**src/rtl/multicycle_controller_pkg.sv**
```systemverilog
// ============================================================================
// multicycle_controller_pkg: state encodings, opcode/funct/ALU codes, ctrl bundle
// Rev 1.0 - initial release
// ============================================================================
`default_nettype none

package multicycle_controller_pkg;

   // State encodings (4-bit, 12 states used)
   localparam logic [3:0] FETCH    = 4'd0;
   localparam logic [3:0] DECODE   = 4'd1;
   localparam logic [3:0] MEMADR   = 4'd2;
   localparam logic [3:0] MEMREAD  = 4'd3;
   localparam logic [3:0] MEMWB    = 4'd4;
   localparam logic [3:0] MEMWRITE = 4'd5;
   localparam logic [3:0] EXECUTE  = 4'd6;
   localparam logic [3:0] ALUWB    = 4'd7;
   localparam logic [3:0] BRANCH   = 4'd8;
   localparam logic [3:0] ADDIEX   = 4'd9;
   localparam logic [3:0] ADDIWB   = 4'd10;
   localparam logic [3:0] JUMP     = 4'd11;

   localparam logic [5:0] OP_RTYPE = 6'b000000;
   localparam logic [5:0] OP_LW    = 6'b100011;
   localparam logic [5:0] OP_SW    = 6'b101011;
   localparam logic [5:0] OP_BEQ   = 6'b000100;
   localparam logic [5:0] OP_ADDI  = 6'b001000;
   localparam logic [5:0] OP_J     = 6'b000010;

   localparam logic [5:0] FUNCT_ADD = 6'b100000;
   localparam logic [5:0] FUNCT_SUB = 6'b100010;
   localparam logic [5:0] FUNCT_AND = 6'b100100;
   localparam logic [5:0] FUNCT_OR  = 6'b100101;
   localparam logic [5:0] FUNCT_SLT = 6'b101010;

   localparam logic [2:0] ALU_ADD = 3'b010;
   localparam logic [2:0] ALU_SUB = 3'b110;
   localparam logic [2:0] ALU_AND = 3'b000;
   localparam logic [2:0] ALU_OR  = 3'b001;
   localparam logic [2:0] ALU_SLT = 3'b111;

   localparam logic [1:0] PCSRC_ALU    = 2'b00;
   localparam logic [1:0] PCSRC_ALUOUT = 2'b01;
   localparam logic [1:0] PCSRC_JUMP   = 2'b10;

   localparam logic [1:0] SRCB_REG  = 2'b00;
   localparam logic [1:0] SRCB_FOUR = 2'b01;
   localparam logic [1:0] SRCB_IMM  = 2'b10;
   localparam logic [1:0] SRCB_IMM4 = 2'b11;

   typedef struct packed {
      logic       mem_req;
      logic       iord;
      logic       mem_write;
      logic       ir_write;
      logic       pc_en;
      logic [1:0] pc_src;
      logic       alu_src_a;
      logic [1:0] alu_src_b;
      logic [2:0] alu_control;
      logic       reg_dst;
      logic       mem_to_reg;
      logic       reg_write;
   } ctrl_t;

endpackage

`default_nettype wire

```
**src/rtl/multicycle_controller_alu_decoder.sv**
```systemverilog
// ============================================================================
// alu_decoder: R-type Funct field to ALUControl; unknown Funct falls back to add
// Rev 1.0 - initial release
// ============================================================================
`default_nettype none

module alu_decoder
   import multicycle_controller_pkg::*;
(
   input  logic [5:0] funct,
   output logic [2:0] alu_control
);

   always_comb begin
      alu_control = ALU_ADD;
      case (funct)
         FUNCT_ADD: alu_control = ALU_ADD;
         FUNCT_SUB: alu_control = ALU_SUB;
         FUNCT_AND: alu_control = ALU_AND;
         FUNCT_OR:  alu_control = ALU_OR;
         FUNCT_SLT: alu_control = ALU_SLT;
         default:   alu_control = ALU_ADD;
      endcase
   end

endmodule

`default_nettype wire

```
**src/rtl/multicycle_controller.sv**
```systemverilog
// ============================================================================
// multicycle_controller: multicycle MIPS main control FSM with memory handshake.
// Optional retired-instruction counter enabled by macro INSTR_COUNT_EN.
// Rev 1.0 - initial release
// ============================================================================
`default_nettype none

module multicycle_controller
   import multicycle_controller_pkg::*;
#(
   parameter int CNT_WIDTH   = 32,
   parameter int STATE_WIDTH = 4
)(
   input  logic                   CLK,
   input  logic                   RST,
   input  logic [5:0]             Opcode,
   input  logic [5:0]             Funct,
   input  logic                   Zero,
   input  logic                   MemReady,
   output logic                   MemReq,
   output logic                   IorD,
   output logic                   MemWrite,
   output logic                   IRWrite,
   output logic                   PCEn,
   output logic [1:0]             PCSrc,
   output logic                   ALUSrcA,
   output logic [1:0]             ALUSrcB,
   output logic [2:0]             ALUControl,
   output logic                   RegDst,
   output logic                   MemtoReg,
   output logic                   RegWrite,
`ifdef INSTR_COUNT_EN
   output logic [CNT_WIDTH-1:0]   InstrCount,
`endif
   output logic [STATE_WIDTH-1:0] State
);

   logic [STATE_WIDTH-1:0] state;
   logic [STATE_WIDTH-1:0] next_state;
   logic [2:0]             funct_alu;
   ctrl_t                  ctrl;

   alu_decoder u_alu_decoder (
      .funct       (Funct),
      .alu_control (funct_alu)
   );

   // State register
   always_ff @(posedge CLK) begin
      if (!RST) begin
         state <= FETCH;
      end else begin
         state <= next_state;
      end
   end

   // Next-state logic
   always_comb begin
      next_state = FETCH;
      case (state)
         FETCH:    next_state = MemReady ? DECODE : FETCH;
         DECODE: begin
            case (Opcode)
               OP_LW,
               OP_SW:    next_state = MEMADR;
               OP_RTYPE: next_state = EXECUTE;
               OP_BEQ:   next_state = BRANCH;
               OP_ADDI:  next_state = ADDIEX;
               OP_J:     next_state = JUMP;
               default:  next_state = FETCH;
            endcase
         end
         MEMADR:   next_state = (Opcode == OP_SW) ? MEMWRITE : MEMREAD;
         MEMREAD:  next_state = MemReady ? MEMWB : MEMREAD;
         MEMWB:    next_state = FETCH;
         MEMWRITE: next_state = MemReady ? FETCH : MEMWRITE;
         EXECUTE:  next_state = ALUWB;
         ALUWB:    next_state = FETCH;
         BRANCH:   next_state = FETCH;
         ADDIEX:   next_state = ADDIWB;
         ADDIWB:   next_state = FETCH;
         JUMP:     next_state = FETCH;
         default:  next_state = FETCH;
      endcase
   end

   // Output decode; only FETCH (MemReady) and BRANCH (Zero) look beyond State
   always_comb begin
      ctrl = '0;
      case (state)
         FETCH: begin
            ctrl.mem_req     = 1'b1;
            ctrl.alu_src_b   = SRCB_FOUR;
            ctrl.alu_control = ALU_ADD;
            ctrl.pc_src      = PCSRC_ALU;
            ctrl.ir_write    = MemReady;
            ctrl.pc_en       = MemReady;
         end
         DECODE: begin
            ctrl.alu_src_b   = SRCB_IMM4;
            ctrl.alu_control = ALU_ADD;
         end
         MEMADR: begin
            ctrl.alu_src_a   = 1'b1;
            ctrl.alu_src_b   = SRCB_IMM;
            ctrl.alu_control = ALU_ADD;
         end
         MEMREAD: begin
            ctrl.mem_req = 1'b1;
            ctrl.iord    = 1'b1;
         end
         MEMWB: begin
            ctrl.mem_to_reg = 1'b1;
            ctrl.reg_write  = 1'b1;
         end
         MEMWRITE: begin
            ctrl.mem_req   = 1'b1;
            ctrl.iord      = 1'b1;
            ctrl.mem_write = 1'b1;
         end
         EXECUTE: begin
            ctrl.alu_src_a   = 1'b1;
            ctrl.alu_src_b   = SRCB_REG;
            ctrl.alu_control = funct_alu;
         end
         ALUWB: begin
            ctrl.reg_dst   = 1'b1;
            ctrl.reg_write = 1'b1;
         end
         BRANCH: begin
            ctrl.alu_src_a   = 1'b1;
            ctrl.alu_src_b   = SRCB_REG;
            ctrl.alu_control = ALU_SUB;
            ctrl.pc_src      = PCSRC_ALUOUT;
            ctrl.pc_en       = Zero;
         end
         ADDIEX: begin
            ctrl.alu_src_a   = 1'b1;
            ctrl.alu_src_b   = SRCB_IMM;
            ctrl.alu_control = ALU_ADD;
         end
         ADDIWB: begin
            ctrl.reg_write = 1'b1;
         end
         JUMP: begin
            ctrl.pc_src = PCSRC_JUMP;
            ctrl.pc_en  = 1'b1;
         end
         default: ctrl = '0;
      endcase
      if (!RST) begin
         ctrl = '0;
      end
   end

   assign MemReq     = ctrl.mem_req;
   assign IorD       = ctrl.iord;
   assign MemWrite   = ctrl.mem_write;
   assign IRWrite    = ctrl.ir_write;
   assign PCEn       = ctrl.pc_en;
   assign PCSrc      = ctrl.pc_src;
   assign ALUSrcA    = ctrl.alu_src_a;
   assign ALUSrcB    = ctrl.alu_src_b;
   assign ALUControl = ctrl.alu_control;
   assign RegDst     = ctrl.reg_dst;
   assign MemtoReg   = ctrl.mem_to_reg;
   assign RegWrite   = ctrl.reg_write;
   assign State      = RST ? state : '0;

`ifdef INSTR_COUNT_EN
   logic [CNT_WIDTH-1:0] count;

   // An instruction retires on every edge that re-enters FETCH
   always_ff @(posedge CLK) begin
      if (!RST) begin
         count <= '0;
      end else if ((next_state == FETCH) && (state != FETCH)) begin
         count <= count + CNT_WIDTH'(1);
      end
   end

   assign InstrCount = RST ? count : '0;
`endif

endmodule

`default_nettype wire

```
**config.mk**
```make
export PLATFORM = sky130hd
export DESIGN_NAME = multicycle_controller
export DESIGN_NICKNAME = d
export VERILOG_FILES = /design/src/rtl/multicycle_controller_pkg.sv /design/src/rtl/multicycle_controller_alu_decoder.sv /design/src/rtl/multicycle_controller.sv
export SDC_FILE = /design/constraint.sdc
export NUM_CORES = 1
export LEC_CHECK = 0
export ABC_AREA = 1
export BUFFER_PORTS_ARGS = -buffer_cell sky130_fd_sc_hd__buf_2
export CAP_MARGIN = 10
export CORE_MARGIN = 4
export CORE_UTILIZATION = 45
export CTS_BUF_LIST = sky130_fd_sc_hd__clkbuf_8 sky130_fd_sc_hd__clkbuf_16
export DETAILED_ROUTE_END_ITERATION = 10
export PLACE_DENSITY = 0.93
export SYNTH_ARGS = -nofsm -noshare
export SYNTH_HDL_FRONTEND = slang
export SYNTH_SLANG_ARGS = --single-unit
```
**constraint.sdc**
```tcl
create_clock -name CLK -period 1.63 [get_ports CLK]
set_input_delay 0.163 -clock CLK [delete_from_list [all_inputs] [get_ports CLK]]
set_output_delay 0.163 -clock CLK [all_outputs]
set_load 0.05 [all_outputs]
```
# Yosys cells after proc, flatten, opt, wreduce, memory -nomap -nowiden
# Cells that the tools add are included.
# Widths: inputs -> output; s select.
[op_classes]
n_eq_ne = 20
n_mux = 19
reduce_logical = 8
[ops]
columns = ["cell", "n"]
rows = [
  ["$eq 6x6->1 const B", 6],
  ["$pmux 4 s7", 1],
  ["$pmux 5 s5", 1],
  ["$pmux 4 s5", 1],
  ["$eq 4x3->1 const B", 4],
  ["$eq 4x4->1 const B", 4],
  ["$mux 16", 1],
  ["$pmux 3 s4", 1],
  ["$mux 1", 9],
  ["$mux 3", 3],
  ["$pmux 3 s3", 1],
  ["$eq 4x2->1 const B", 2],
  ["$eq 6x2->1 const B", 1],
  ["$eq 6x3->1 const B", 1],
  ["$eq 6x4->1 const B", 1],
  ["$logic_not 6->1", 1],
  ["$reduce_or 2->1", 3],
  ["$reduce_or 3->1", 2],
  ["$eq 4x1->1 const B", 1],
  ["$logic_not 4->1", 1],
  ["$mux 4", 1],
  ["$reduce_or 4->1", 1],
]
[word_totals]
regBits = 4
in_bits = 16
out_inout_bits = 20
elab_cells = 48

# Longest topological paths before layout
[depth]
word_depth = 4
depth_mapped = 9
depth_no_buf = 9

# Cells and area by module
# A second synthesis with hierarchy kept.
[unflattened]
hier_cells = 144
hier_area_um2 = 684.4
[modules_own_cells]
columns = ["module", "instances", "cells_each", "area_each_um2", "seq_area_each_um2"]
rows = [
  ["multicycle_controller", 1, 128, 608.1, 80.1],
  ["alu_decoder", 1, 16, 76.3, 0.0],
]

# Worst setup path before layout
# Ideal clock, no wire load.
[synth_path]
path_kind = "register to output"
start = "reg state[1]"
end = "out MemReq"
arrival_time_ns = 1.770
required_ns = 1.467
slack_ns = -0.303
path_stages_with_launch = 6
n_path_buf = 0
path_cell_list = "dfxtp_1 inv_1 nand2_1 nor2_1 nor2_1 o21ai_0"
[synth_between]
elab_chain_len = 4
elab_cells_between_ends = 6
classes_between = "2 x eq/ne; 2 x mux; 2 x reduce/logical"
[synth_lines]
columns = ["element", "line_no", "source"]
rows = [
  ["start: declaration", "multicycle_controller.sv:38", "logic [STATE_WIDTH-1:0] state;"],
  ["start signal: assignment", "multicycle_controller.sv:53", "state <= next_state;"],
  ["$eq 4x3->1, or another cell as far along", "multicycle_controller.sv:90", "case (state)"],
  ["$reduce_or 3->1 (no source line) *", "n/a", ""],
  ["$mux 1 *", "multicycle_controller.sv:90", ""],
  ["$mux 16 *", "multicycle_controller.sv:151", "if (!RST) begin"],
  ["end: declaration", "multicycle_controller.sv:20", "output logic MemReq,"],
]
# Every way passes the cells marked *; elsewhere a longest branch is shown, timed or not.

# Worst setup path in the final report
[layout_path]
start = "reg state[0]"
end = "out PCEn"
[layout_between]
elab_chain_len = 3
elab_cells_between_ends = 5
classes_between = "2 x eq/ne; 2 x mux; 1 x reduce/logical"
[layout_lines]
columns = ["element", "line_no", "source"]
rows = [
  ["$eq 4x4->1 / $logic_not 4->1 (equally long branches)", "multicycle_controller.sv:90", ""],
  ["$pmux 3 s3 *", "multicycle_controller.sv:90", ""],
  ["$mux 16 *", "multicycle_controller.sv:151", ""],
  ["end: declaration", "multicycle_controller.sv:24", "output logic PCEn,"],
]
# Marked as above.

==> flow_summary.yaml <==
floorplan:
  die_area_um2: 1990
  ios: 36
  die_x_um: 44.6
  fp.dieH_um: 44.6
  core_area_um2: 1190
  start_util_pct: 50.7
  rows: 12
timing:
  setup_violations: 1
  final_hold_viol_count: 0
  worst_pin_slew_ns: 0.514
  finClkSkew_ns: 0.000976
  maxSlewViolCount: 0
  timing.fmax_mhz: 610
  timing.final.crit_period_ns: 1.64
  rsz0062_at_grt: "yes"
  setup_slack_ns: -0.00832
  slew-limit-headroom_pct: 65.7
  fin_crit_sh_pct: 101
clocking:
  cts_buffer_depth: 2
  htreeDepth: 1
  cts_hold_buf: 0
  cts_buffers: 3
  cts-root-buf: "clkbuf_8"
  cts_tree: "done"
  clkLatencyLatePin_ns: 0.22
  clock-sinks: 4
  clk_pin_slew_ns: 0.03
yosys:
  ys_seq_elements: 4
  ys_seq_area_share_pct: 13.3
  synth_top_area_cell: "nand2_1"
  avgSynthCellArea_um2: 4.63
  ys_types: 13
  synth.cell_area_um2: 602
  syn_inst: 130
  yosysTopAreaCellShare_pct: 21.2
  synth_nets: 146
  yosys_warnings: 0
  yosys-top-cells-area: "nand2_1 (21%), nor2_1 (21%), inv_1 (17%)"
hold_path:
  min_path_type: "primary input to register"
  worstHoldStart: "Opcode[4]"
power_and_ir_drop:
  power.total_w: 0.000478
  p_clk_share_pct: 44.6
  switchingPower_w: 0.000171
  power.density_nw_per_um2: 494
  ir_drop_mv: 0.344
  power_frac_seq_pct: 21.7
  p_int_w: 0.000307
  swShare_pct: 35.8
  p_leak_nw: 0.609
  p_comb_share_pct: 33.8
setup_path:
  cp-end-kind: "primary output"
  cp-startpoint: "state[0]$_SDFF_PN0_"
  cp.required_ns: 1.47
  crit_family: "simple AND/OR/NAND/NOR gates"
  worstReg2RegStart: "state[2]$_SDFF_PN0_"
  crit_fanout: 5
  cpPeakStageDelay_ns: 0.36
  critPathKind: "register to primary output"
  path_cells: "nor2_2, inv_2, nor2_2, nand2_2, a31oi_2, buf_6"
  cp_common_cell: "nor2_2"
  cp_num_buf_inv: 2
  cp.arrival_ns: 1.48
  start_kind: "register"
  cpMaxStageDelayCell: "dfxtp_2"
finish:
  nets: 186
  reg_top3: "state x4"
  utilization_pct: 81.6
  layout_common_cells: "nand2_1 (28), buf_2 (28), nor2_1 (26)"
  fill_cells: 84
  syn_to_final_growth_pct: 60.9
  top_register: "state"
  largest_reg_flops: 4
  drive_gt1_share_pct: 41.1
  antenna_cells: 0
drt:
  post-route-drc-count: 0
  drt-total-wl_mm: 2.31
  wl_per_cell_um: 12.7
  ant_nets: 0
  vias: 971
  dr.pass1.iters: 4
  drtIter0Drc: 60
  avgViaCountPerCell: 5.34
placement:
  dpl.hpwl_mm: 1.53
  io_buffers: 35
  place_congestion: 0.906
grt:
  grt_first_pass_wirelength_mm: 3.44
  antenna_found_initial: 0
  grt_usage_pct: 22.6
  grt_max_degree: 16
  grt_pass1_vias: 846
  grt_overflow: 0
outcome:
  status: "complete, but fails checks"
  violations: "negative setup slack"
run:
  drv_cap: 0
## worst min-delay path, delay by kind of cell
kind / cells / cell delay (ns)
AND/OR/NAND/NOR: 4 / 0.25
AO/OA/AOI/OAI: 1 / 0.06
buffers and inverters: 1 / 0.09
## path summary, 6_finish.rpt
path                                       endpoint  slack (ns)  depth (start not counted)
worst max-delay path                           PCEn      -0.008                          6
worst max register to register  state[2]$_SDFF_PN0_        0.43                          7
worst min-delay path            state[1]$_SDFF_PN0_        0.38                          6
worst min register to register  state[1]$_SDFF_PN0_        0.69                          4
## power by group through the flow
stage	logic (W)	registers [W]	clock network [W]
finish	0.000162	0.000104	0.000213
global route	0.000174	0.000104	0.000223
CTS	0.000146	0.000104	0.000215
detailed placement	0.000139	0.000105	0
global placement	0.000135	0.000105	0
floorplan	0.0000960	0.000104	0
## timing repair
action,CTS,global route
setup buffers,0,1
resized for setup,16,26
pin swaps,0,2
gates cloned,0,0
setup endpoints to repair,7,10
## final cells by class
cell class	count	area (µm²)	area share, %
multi-input combinational	96	489	50.5
timing repair buffer	37	223	23.0
inverter	28	108	11.1
sequential	4	90.1	9.30
clock buffer	3	41.3	4.26
tap	14	17.5	1.81
## logic make-up (layout without fill, tap and decap cells)
logic type | count (synthesis) | count (layout) | share of synthesized area, %
and+or+nand+nor | 84 | 84 | 57.2
buffers and inverters | 30 | 68 | 19.1
AOI/OAI and AO/OA | 12 | 12 | 10.4
DFF | 4 | 4 | 13.3
## Yosys cell counts
library cell   n
dfxtp_1        4
a21oi_1        6
nand3_1       10
nor2_2         1
nand2_2        1
nand4_1        4
inv_1         28
nor2_1        33
buf_2          2
nand2_1       34
o21ai_0        4
a31oi_1        2
nor3_1         1
## metrics by stage
stage	area [µm²]	TNS, ns	setup WS, ns	std cells	hold WS [ns]
4_1_cts	897	0	0.00561	181	0.350
6_report	968	-0.00832	-0.00832	182	0.378
2_1_floorplan	627	-0.00359	-0.00359	130	0.396
5_1_grt	968	-0.151	-0.0647	182	0.449
3_5_place_dp	817	0	0.0586	178	0.567
3_3_place_gp	817	0	0.0878	178	0.545
## per-layer routing
layer  share of wire [%]  wire [µm]  up-vias  track usage, %
met1                  35        818      419            25.9
li1                    -          -      474               -
met5                   0          0        -               0
met4                 3.4         78        0            14.5
met3                  11        254        9            2.03
met2                  50       1150       69            39.3
No activity file was read; power rests on OpenSTA's default activity.
